File: src/rtl/data_hazard_scoreboard_pkg.sv
// data_hazard_scoreboard_pkg: shared constants and parameter defaults for the hazard scoreboard.
package data_hazard_scoreboard_pkg;
  localparam int REG_AW    = 5;
  localparam int NREGS     = 32;
  localparam int DEF_XLEN  = 32;
  localparam int DEF_NRP   = 2;
  localparam int DEF_NSTG  = 3;
  localparam int DEF_CNTW  = 16;
endpackage

File: src/rtl/data_hazard_scoreboard_port_resolve.sv
// dhs_port_resolve: per-read-port priority search over stages, long-latency writeback and scoreboard.
module dhs_port_resolve
  import data_hazard_scoreboard_pkg::*;
#(
  parameter int XLEN = DEF_XLEN,
  parameter int NSTG = DEF_NSTG
) (
  input  logic [REG_AW-1:0]      raddr,
  input  logic                   re,
  input  logic [NSTG*REG_AW-1:0] stg_waddr,
  input  logic [NSTG-1:0]        stg_we,
  input  logic [NSTG-1:0]        stg_wvalid,
  input  logic [NSTG*XLEN-1:0]   stg_wdata,
  input  logic                   lli_done,
  input  logic [REG_AW-1:0]      lli_done_waddr,
  input  logic [XLEN-1:0]        lli_done_wdata,
  input  logic [NREGS-1:0]       pending,
  output logic                   sel,
  output logic [XLEN-1:0]        data,
  output logic                   stall
);
  logic live;
  logic hit;
  assign live = re && raddr != '0;
  // Youngest matching source wins; a stage match without data blocks older sources.
  always_comb begin
    hit   = 1'b0;
    sel   = 1'b0;
    data  = '0;
    stall = 1'b0;
    for (int i = 0; i < NSTG; i++)
      if (!hit && live && stg_we[i] && stg_waddr[i*REG_AW +: REG_AW] == raddr) begin
        hit   = 1'b1;
        sel   = stg_wvalid[i];
        stall = !stg_wvalid[i];
        data  = stg_wvalid[i] ? stg_wdata[i*XLEN +: XLEN] : '0;
      end
    if (!hit && live && lli_done && lli_done_waddr == raddr) begin
      hit  = 1'b1;
      sel  = 1'b1;
      data = lli_done_wdata;
    end
    if (!hit && live && pending[raddr]) stall = 1'b1;
  end
endmodule

File: src/rtl/data_hazard_scoreboard.sv
// data_hazard_scoreboard: operand forwarding, stall generation, long-latency scoreboard and stall counter.
module data_hazard_scoreboard
  import data_hazard_scoreboard_pkg::*;
#(
  parameter int XLEN = DEF_XLEN,
  parameter int NRP  = DEF_NRP,
  parameter int NSTG = DEF_NSTG,
  parameter int CNTW = DEF_CNTW
) (
  input  logic                   clk,
  input  logic                   rst,
  input  logic [NRP*REG_AW-1:0]  id_raddr_i,
  input  logic [NRP-1:0]         id_re_i,
  input  logic [NSTG*REG_AW-1:0] stg_waddr_i,
  input  logic [NSTG-1:0]        stg_we_i,
  input  logic [NSTG-1:0]        stg_wvalid_i,
  input  logic [NSTG*XLEN-1:0]   stg_wdata_i,
  input  logic                   lli_issue_i,
  input  logic [REG_AW-1:0]      lli_waddr_i,
  input  logic                   lli_done_i,
  input  logic [REG_AW-1:0]      lli_done_waddr_i,
  input  logic [XLEN-1:0]        lli_done_wdata_i,
  input  logic                   flush_i,
  input  logic                   cnt_clr_i,
  output logic [NRP-1:0]         fwd_sel_o,
  output logic [NRP*XLEN-1:0]    fwd_data_o,
  output logic                   stall_o,
  output logic [NREGS-1:0]       sb_pending_o,
  output logic [CNTW-1:0]        stall_cnt_o
);
  logic [NRP-1:0]   port_stall;
  logic [NREGS-1:0] set_v, clr_v;
  for (genvar p = 0; p < NRP; p++) begin : g_port
    dhs_port_resolve #(.XLEN(XLEN), .NSTG(NSTG)) u_res (
      .raddr          (id_raddr_i[p*REG_AW +: REG_AW]),
      .re             (id_re_i[p]),
      .stg_waddr      (stg_waddr_i),
      .stg_we         (stg_we_i),
      .stg_wvalid     (stg_wvalid_i),
      .stg_wdata      (stg_wdata_i),
      .lli_done       (lli_done_i),
      .lli_done_waddr (lli_done_waddr_i),
      .lli_done_wdata (lli_done_wdata_i),
      .pending        (sb_pending_o),
      .sel            (fwd_sel_o[p]),
      .data           (fwd_data_o[p*XLEN +: XLEN]),
      .stall          (port_stall[p])
    );
  end
  assign stall_o = |port_stall;
  // A stalled issue is not accepted, so it must not mark its destination.
  assign set_v = (lli_issue_i && !stall_o && lli_waddr_i != '0) ? NREGS'(1) << lli_waddr_i : '0;
  assign clr_v = lli_done_i ? NREGS'(1) << lli_done_waddr_i : '0;
  always_ff @(posedge clk or posedge rst)
    if (rst) sb_pending_o <= '0;
    else if (flush_i) sb_pending_o <= '0;
    else sb_pending_o <= (sb_pending_o & ~clr_v) | set_v;
  always_ff @(posedge clk or posedge rst)
    if (rst) stall_cnt_o <= '0;
    else if (cnt_clr_i) stall_cnt_o <= '0;
    else if (stall_o && !(&stall_cnt_o)) stall_cnt_o <= stall_cnt_o + CNTW'(1);
endmodule
File: config.mk
export PLATFORM = sky130hd
export DESIGN_NAME = data_hazard_scoreboard
export DESIGN_NICKNAME = d
export VERILOG_FILES = /design/src/rtl/data_hazard_scoreboard_pkg.sv /design/src/rtl/data_hazard_scoreboard_port_resolve.sv /design/src/rtl/data_hazard_scoreboard.sv
export SDC_FILE = /design/constraint.sdc
export NUM_CORES = 1
export LEC_CHECK = 0
export BUFFER_PORTS_ARGS = -buffer_cell sky130_fd_sc_hd__buf_4
export CORE_MARGIN = 1
export CORE_UTILIZATION = 42
export DETAILED_ROUTE_END_ITERATION = 12
export GPL_TIMING_DRIVEN = 0
export PLACE_DENSITY_LB_ADDON = 0.1
export SLEW_MARGIN = 25
export SYNTH_ARGS = -nofsm -noshare
export SYNTH_HDL_FRONTEND = slang
export SYNTH_SLANG_ARGS = --single-unit
File: constraint.sdc
create_clock -name clk -period 3.19 [get_ports clk]
set_clock_uncertainty 0.2 [all_clocks]
set_input_delay 0.638 -clock clk [delete_from_list [all_inputs] [get_ports clk]]
set_output_delay 0.638 -clock clk [all_outputs]
set_load 0.05 [all_outputs]
==> impl_results.md, run 1 <==
* Dpl cell area at 9500 sq um
* Post-synth ARST share at 1.00
* Synth area leaders: dfrtp_1 22%, a32oi_1 10%, nand3_1 8.2%
* Post-Syn Area at 5540 sq um
* Main synth FF type: dfrtp_1
* Synthesis Warnings at 0
* Die X-Extent at between 100 and 150 microns
* Die Ht at 117 microns
* Syn Inst Count at 723
* GP Congestion at 0.939
* Leading area contributor after synthesis: dfrtp_1
* Largest net degree at the start of global routing at 35
* Num ports at between 200 and 300
* Synth cell count leaders: 91 x nand3_1, 85 x nor2_1, 64 x a32oi_1
* Post-synth EDFFs at 0
* Proportion of netlist area held by the largest area contributor at 0.217
* Dpl hpwl at 18,800 microns
* Seq cells post-synth at between 40 and 50
* Syn Nets at 901
* Clock buffer depth at 2
* Count leader, synth: nand3_1
* Starting Density at 0.435
* Inserted Clock Buffers at 5
* # clock sinks at 48
* Number of port buffers at 279
* Last stage: global routing (5_1_grt)
* Outcome: aborted with a tool error
* Row count at 41
* First Err: [ERROR DPL-0038] Utilization greater than 100%, impossible to legalize
* Syn Area/Cell at 7.66 sq um
* Register area share after synthesis at 0.217
* CTS root buffer: clkbuf_16
* Synth cell types at 56
* H-tree levels at 2
-- logic make-up after synthesis --
| group | count (synthesis) | synth area share |
|---|---|---|
| compound gates | 208 | 0.269 |
| flops | 48 | 0.217 |
| xor+xnor | 40 | 0.0632 |
| fa+ha+maj | 1 | 0.00226 |
| simple gates | 303 | 0.279 |
| mux | 35 | 0.0994 |
| buf+inv | 88 | 0.0698 |
-- timing repair --
action / in CTS
hold endpoints to repair: 0
pin swaps: 104
cloned: 19
gates resized for setup: 323
endpoints found under the setup margin: 102
hold buffers: 0
buffers inserted: 45
-- per-stage QoR --
stage                     setup WS (ns)  instances  setup TNS, ns
after floorplan                  -0.474        723         -14.23
after global placement           -0.714       1174         -48.68
after detailed placement         -0.750       1175         -51.91
after CTS                        -0.261       1241         -12.51
==> inputs of run 2 (changes only) <==
Settings changed: CORE_UTILIZATION 42 to 40, PLACE_DENSITY_LB_ADDON 0.1 to 0.15.
Clock period 3.19 ns to 4.15 ns, I/O delays scaled along.
==> impl_results.md, run 2 <==
* M1 GR Usage at 0.455
* Syn Area/Cell at 7.66 sq um (unchanged)
* Synthesis Warnings at 0 (unchanged)
* Reg2Reg Launch Point: sb_pending_o[7]$_DFF_PP0_
* Flop-to-flop setup slack at 0.80 ns
* Leading area contributor after synthesis: dfrtp_1
* WP data required at between 3 and 4 ns
* Commonest cells after routing, fill and taps aside: 297 x buf_4, 91 x nand3_1, 84 x nor2_1
* H-tree levels at 2 (unchanged)
* Max-slew violations at 0
* Final nets at between 1,000 and 1,500
* Synth cell types at 56 (unchanged)
* Synth area leaders: dfrtp_1 22%, a32oi_1 10%, nand3_1 8.2%
* Post-synth EDFFs at 0 (unchanged)
* Crit. Startpoint: id_raddr_i[5]
* Final Cycle Share at 0.987
* R2R Path End: sb_pending_o[3]$_DFF_PP0_
* CTS tree: done
* Crit Path Max Fanout at 10
* Die X-Extent at 120 microns (+2.4%)
* Power Total at 1.41 mW
* Share of layout cells above drive strength 1 at 0.444
* Setup crit end kind: output pin
* Number of port buffers at 279 (unchanged)
* Detailed Route Iter0 Violations at 852
* Num ports at 292 (unchanged)
* GP Congestion at 0.986 (+5.0%)
* Number of remaining DRC errors at 0
* P&R area growth vs syn at 60.0%
* Outcome: complete, no violations
* Dpl hpwl at 19,400 microns (+3.0%)
* Seq cells post-synth at 48 (unchanged)
* Max FFs per register at 32
* M3 GR Usage at 0.0661
* Hold-fix buffers, CTS at 0 (unchanged)
* Clk slew on worst S/H paths at about 0.060 ns
* N_diodes at 0
* Top reg by flops: sb_pending_o
* Clock buffer depth at 2 (unchanged)
* Vias in the first global route at between 6,000 and 7,000
* Die Ht at 120 microns (+2.4%)
* CP Launch Type: primary input
* Synth cell count leaders: 91 x nand3_1, 85 x nor2_1, 64 x a32oi_1
* Max Freq at about 0.24 GHz
* Unrepaired setup endpoints after global routing: false
* Antenna-violating nets left at 0
* Slew headroom at 0.535
* Inserted Clock Buffers at 5 (unchanged)
* Main synth FF type: dfrtp_1
* Final setup vio count at 0
* Top flop regs: sb_pending_o (32), stall_cnt_o (16)
* Post-synth ARST share at 1.00 (unchanged)
* CTS root buffer: clkbuf_16
* P_leak at 3.70 nW
* GR met2 Demand/Resource at 0.530
* Multi-input gate area at ~4600 sq um
* Worst setup path endpoint: stall_o
* Grt peak-use layer: met2
* Leading cell type in the layout, fill and taps excluded: buf_4
* Wirelength, routed at 25,300 microns
* Worst vdd ir at ~230 uV
* First-pass GRT wire length at roughly 38,000 microns
* FF-to-FF path depth at 9
* Worst-Margin Slew at 0.698 ns
* Proportion of netlist area held by the largest area contributor at 0.217 (unchanged)
* Row count at 42 (+2.4%)
* Per-cell routed wire length at 21.3 microns
* Syn Inst Count at 723 (unchanged)
* GRT Overall Usage at 0.337
* Global route overflow at 0
* Dpl cell area at 8430 sq um (-11%)
* TritonRoute pass-1 iters at 7
* Largest net degree at the start of global routing at 26
* Via count at ~7,600
* Fin. Hold Viols at 0
* Final Cell Area at 8860 sq um
* # clock sinks at 48 (unchanged)
* Worst min path class: flip-flop to flip-flop
* Register area at 1200 sq um
* Skew-Pair Late Insertion Delay at around 0.29 ns
* Syn Nets at 901 (unchanged)
* Starting Density at 0.415 (-0.0204)
* Critical path type: primary input to output pin
* Pwr Density at 160 nW/um^2
* Fill cells at 1,198
* Core footprint at 13,300 sq um
* Die area at 14,300 sq um
* Register area share after synthesis at 0.217 (unchanged)
* # Max-Cap Violations at 0
* Hold path start: sb_pending_o[0]$_DFF_PP0_
* Initial antenna violation count at 0
* Worst EP arrival at 3.06 ns
* Post-Syn Area at 5540 sq um (unchanged)
* Clock period minus final worst setup slack at a little over 4 ns
* Routed vias/inst at 6.36
* Count leader, synth: nand3_1
-- run 2: cell counts after synthesis --
Identical to the previous run, type by type.
-- run 2: cell families (layout without fill, tap and decap cells) --
group / count (synthesis) / after routing / synth area share
adders and majority gates: 1 / 1 / 0.00226
AOI/OAI and AO/OA: 208 / 208 / 0.269
and+or+nand+nor: 303 / 303 / 0.279
muxes: 35 / 35 / 0.0994
xor gates and xnor gates: 40 / 40 / 0.0632
DFF: 48 / 48 / 0.217
buffers and inverters: 88 / 376 / 0.0698
-- run 2: final cells by class --
| class | count | share of cell area |
|---|---|---|
| inverter | 9 | 0.00409 |
| multi-input combinational | 587 | 0.524 |
| sequential | 48 | 0.136 |
| buffer | 76 | 0.0527 |
| clock buffer | 7 | 0.0161 |
| tap | 176 | 0.0248 |
| timing repair buffer | 283 | 0.242 |
| clock inverter | 1 | 0.000847 |
-- run 2: what timing repair did --
action,4_1_cts,5_1_grt
setup endpoints to repair,66,65
endpoints found under the hold margin,0,0
pin swaps,2,4
setup buffers,3,0
gates resized for setup,56,48
-- run 2: worst min path at each step --
| stage | end | slack [ns] | depth (start not counted) |
|---|---|---|---|
| floorplan | sb_pending_o[0]$_DFF_PP0_ | 0.57 | 2 |
| global placement | sb_pending_o[0]$_DFF_PP0_ | 0.35 | 2 |
| detailed placement | sb_pending_o[0]$_DFF_PP0_ | 0.35 | 2 |
| CTS | sb_pending_o[0]$_DFF_PP0_ | 0.36 | 2 |
| global route | sb_pending_o[0]$_DFF_PP0_ | 0.39 | 2 |
| finish | sb_pending_o[0]$_DFF_PP0_ | 0.37 | 2 |
-- run 2: through the flow --
| step | instances | setup WS [ns] | utilization | hold slack [ns] | setup TNS, ns |
|---|---|---|---|---|---|
| after floorplan | 723 | 0.00280 | - | 0.568 | 0 |
| after global placement | 1178 | -0.430 | 0.630 | 0.349 | -23.18 |
| after detailed placement | 1179 | -0.497 | 0.632 | 0.351 | -24.48 |
| after CTS | 1190 | 0.00234 | 0.655 | 0.362 | 0 |
| after global routing | 1187 | 0.00370 | 0.664 | 0.395 | 0 |
| final | 1187 | 0.0553 | 0.664 | 0.373 | 0 |
-- run 2: power breakdown --
| part | switching (mW) | internal (mW) |
|---|---|---|
| Combinational | 0.301 | 0.217 |
| Sequential | 0.00645 | 0.473 |
| Clock | 0.177 | 0.240 |
-- run 2: critical path, cell delays in order --
cell       delay (ns)
buf_2            0.23
clkbuf_4         0.32
mux2i_1          0.23
o22ai_1          0.10
a2111oi_0        0.55
nor2_1           0.10
nand4_1          0.10
and4_1           0.22
buf_4            0.16
inv_4            0.06
buf_8            0.15
-- run 2: layer usage --
| layer | part of all wire | up-vias |
|---|---|---|
| met1 | 0.40 | 3609 |
| met4 | 0.040 | 0 |
| met5 | 0 | - |
| li1 | - | 3387 |
| met2 | 0.46 | 473 |
| met3 | 0.097 | 84 |
(Power assumes the default switching activity.)
==> inputs of run 3 (changes only) <==
Clock period 4.15 ns to 3.6 ns, I/O delays scaled along.
==> impl_results.md, run 3 (synthesis results as in run 2) <==
* Max Freq at between 0.2 and 0.3 GHz
* Worst vdd ir at 243 uV (+7.6%)
* Worst Path Buf+Inv at 4 (-1)
* Largest delay share family, worst path: simple AND/OR/NAND/NOR gates
* P_leak at 4.38 nW (+19%)
* TritonRoute pass-1 iters at 5 (-2)
* Dpl hpwl at 18,900 microns (-2.3%)
* Core footprint at 13,300 sq um (unchanged)
* Outcome: finished, violations left
* Unrepaired setup endpoints after global routing: true
* Slowest cell on crit path: nor2_1
* Antenna-violating nets left at 0 (unchanged)
* Vias in the first global route at 7,374 (+5.8%)
* Failing checks: negative setup slack
* Final setup vio count at 34 (+34)
* Largest net degree at the start of global routing at 33 (+27%)
* GRT Overall Usage at 0.354 (+0.0175)
* Fin. Hold Viols at 0 (unchanged)
* Routed vias/inst at 6.88 (+8.2%)
* Initial antenna violation count at 0 (unchanged)
* Worst EP arrival at 2.85 ns (-0.21 ns)
* FF-to-FF path depth at 10 (+1)
* Worst path cell trace: buf_4 > xor2_1 > nor4_1 > and3_2 > buf_6 > nor3b_4 > nand2_4 > clkbuf_8 > nor2_1 > a31oi_4 > buf_6
* Detailed Route Iter0 Violations at 970 (+14%)
* Top flop regs: sb_pending_o (32), stall_cnt_o (16)
* Flop-to-flop setup slack at 0.36 ns (-0.44 ns)
* H-tree levels at 2 (unchanged)
* Worst-Margin Slew at 0.978 ns (+0.280 ns)
* Clock buffer depth at 2 (unchanged)
* CP Launch Type: primary input
* Global route overflow at 0 (unchanged)
* # clock sinks at 48 (unchanged)
* Number of port buffers at 279 (unchanged)
* Per-cell routed wire length at 26.4 microns (+24%)
* Setup tns final at -1.28 ns (-1.28 ns)
* Num ports at 292 (unchanged)
* Finished Core Util at 0.844 (+0.180)
* Crit Path Max Fanout at 10 (unchanged)
* Max FFs per register at 32 (unchanged)
* Setup WS post-layout at -0.174 ns (-0.229 ns)
* Skew-Pair Late Insertion Delay at 0.29 ns (about the same)
* Starting Density at 0.415 (unchanged)
* Slowest stage delay, CP at 0.42 ns (-0.13 ns)
* Most used cell, CP: buf_6
* WP data required at 2.68 ns (-0.44 ns)
* Slew headroom at 0.348 (-0.187)
* Pwr Density at 164 nW/um^2 (+2.8%)
* Die area at 14,300 sq um (unchanged)
* Row count at 42 (unchanged)
* Inserted Clock Buffers at 5 (unchanged)
* Die Ht at 120 microns (unchanged)
* Wirelength, routed at 32,500 microns (+28%)
* First-pass GRT wire length at 40,000 microns (+5.1%)
* Top reg by flops: sb_pending_o
* Setup crit end kind: output pin
* Hold-fix buffers, CTS at 0 (unchanged)
* Worst min path class: primary input to asynchronous set/reset pin
* # Max-Cap Violations at 0 (unchanged)
* CTS tree: done
* Critical path type: primary input to output pin
* GP Congestion at 0.930 (-5.7%)
* Max-slew violations at 0 (unchanged)
* CTS root buffer: clkbuf_16
* P&R area growth vs syn at 103%
* Die X-Extent at 120 microns (unchanged)
* Leading cell type in the layout, fill and taps excluded: buf_4
* Post-Place Setup Slack at -0.685 ns (-0.188 ns)
* R2R Path End: sb_pending_o[1]$_DFF_PP0_
* Number of remaining DRC errors at 0 (unchanged)
* N_diodes at 0 (unchanged)
* Commonest cells after routing, fill and taps aside: 245 x buf_4, 83 x nand3_1, 79 x buf_6
* Final Cycle Share at 1.05
* Worst hold margin at 0.218 ns (-0.155 ns)
* Reg2Reg Launch Point: sb_pending_o[13]$_DFF_PP0_
* Clock period minus final worst setup slack at roughly 3.8 ns
* Final nets at 1,233 (+3.8%)
* Clk slew on worst S/H paths at 0.07 ns (about the same)
* Via count at 8,482 (+12%)
* Share of layout cells above drive strength 1 at 0.566 (+0.122)
[run 3: changes by cell type in the layout (fill, tap and decap cells not counted), moves of 12 or more]
cell	before	now
clkbuf_16	5	20
a31oi_4	21	51
clkbuf_4	15	2
a32oi_2	7	19
nor2_1	84	54
buf_4	297	245
buf_8	1	15
nor2_2	1	18
a31oi_2	38	11
a32oi_4	0	28
a32oi_1	57	17
buf_6	4	79
nor2_4	0	13
[run 3: repair_timing]
action,in CTS,in global routing
setup buffers,14,22
cloned,4,13
setup endpoints to repair,67,67
gates resized for setup,195,186
pin swaps,14,81
[run 3: area by class of cell]
class | count | area [sq um]
multi-input combinational | 588 | 5840
timing repair buffer | 330 | 2980
fill | 726 | 2090
sequential | 48 | 1200
buffer | 73 | 811
tap | 176 | 220
clock buffer | 5 | 125
clock inverter | 3 | 42.5
inverter | 9 | 38.8
[run 3: per-layer routing]
layer | GRT usage | part of all wire | vias to the layer above
li1 | - | - | 3494
met1 | 0.448 | 0.36 | 4099
met2 | 0.603 | 0.47 | 710
met3 | 0.0670 | 0.11 | 179
met4 | 0.118 | 0.061 | 0
met5 | 0 | 0 | -
[run 3: worst max-delay path by stage]
stage	startpoint	endpoint	slack (ns)	depth (start not counted)
6_report	id_raddr_i[9]	fwd_data_o[36]	-0.17	11
3_3_place_gp	id_raddr_i[1]	fwd_data_o[13]	-0.67	10
5_1_grt	id_raddr_i[2]	fwd_data_o[13]	-0.21	11
3_5_place_dp	id_raddr_i[1]	fwd_data_o[10]	-0.69	10
4_1_cts	id_raddr_i[8]	fwd_data_o[40]	-0.01	11
2_1_floorplan	id_raddr_i[3]	fwd_data_o[22]	-0.22	10
[run 3: power breakdown]
| part | total (mW) | switching, mW | leakage [nW] | internal, mW |
|---|---|---|---|---|
| Combinational | 0.753 | 0.430 | 3.63 | 0.323 |
| Clock | 0.541 | 0.214 | 0.0798 | 0.327 |
| Sequential | 0.553 | 0.00847 | 0.669 | 0.545 |
[run 3: worst reg2reg max path, delay by kind of cell, from the launching register on]
kind	cells	cell delay (ns)
buf+inv	2	0.20
flops	1	0.44
mux	2	0.82
simple gates	3	1.09
compound gates	3	0.41
[run 3: through the flow]
step | area, sq um | std cells | power [mW]
floorplan | 6400 | 723 | 0.861
global placement | 8710 | 1178 | 1.13
detailed placement | 8730 | 1179 | 1.14
CTS | 9930 | 1200 | 1.73
global route | 11300 | 1232 | 1.90
finish | 11300 | 1232 | 1.85
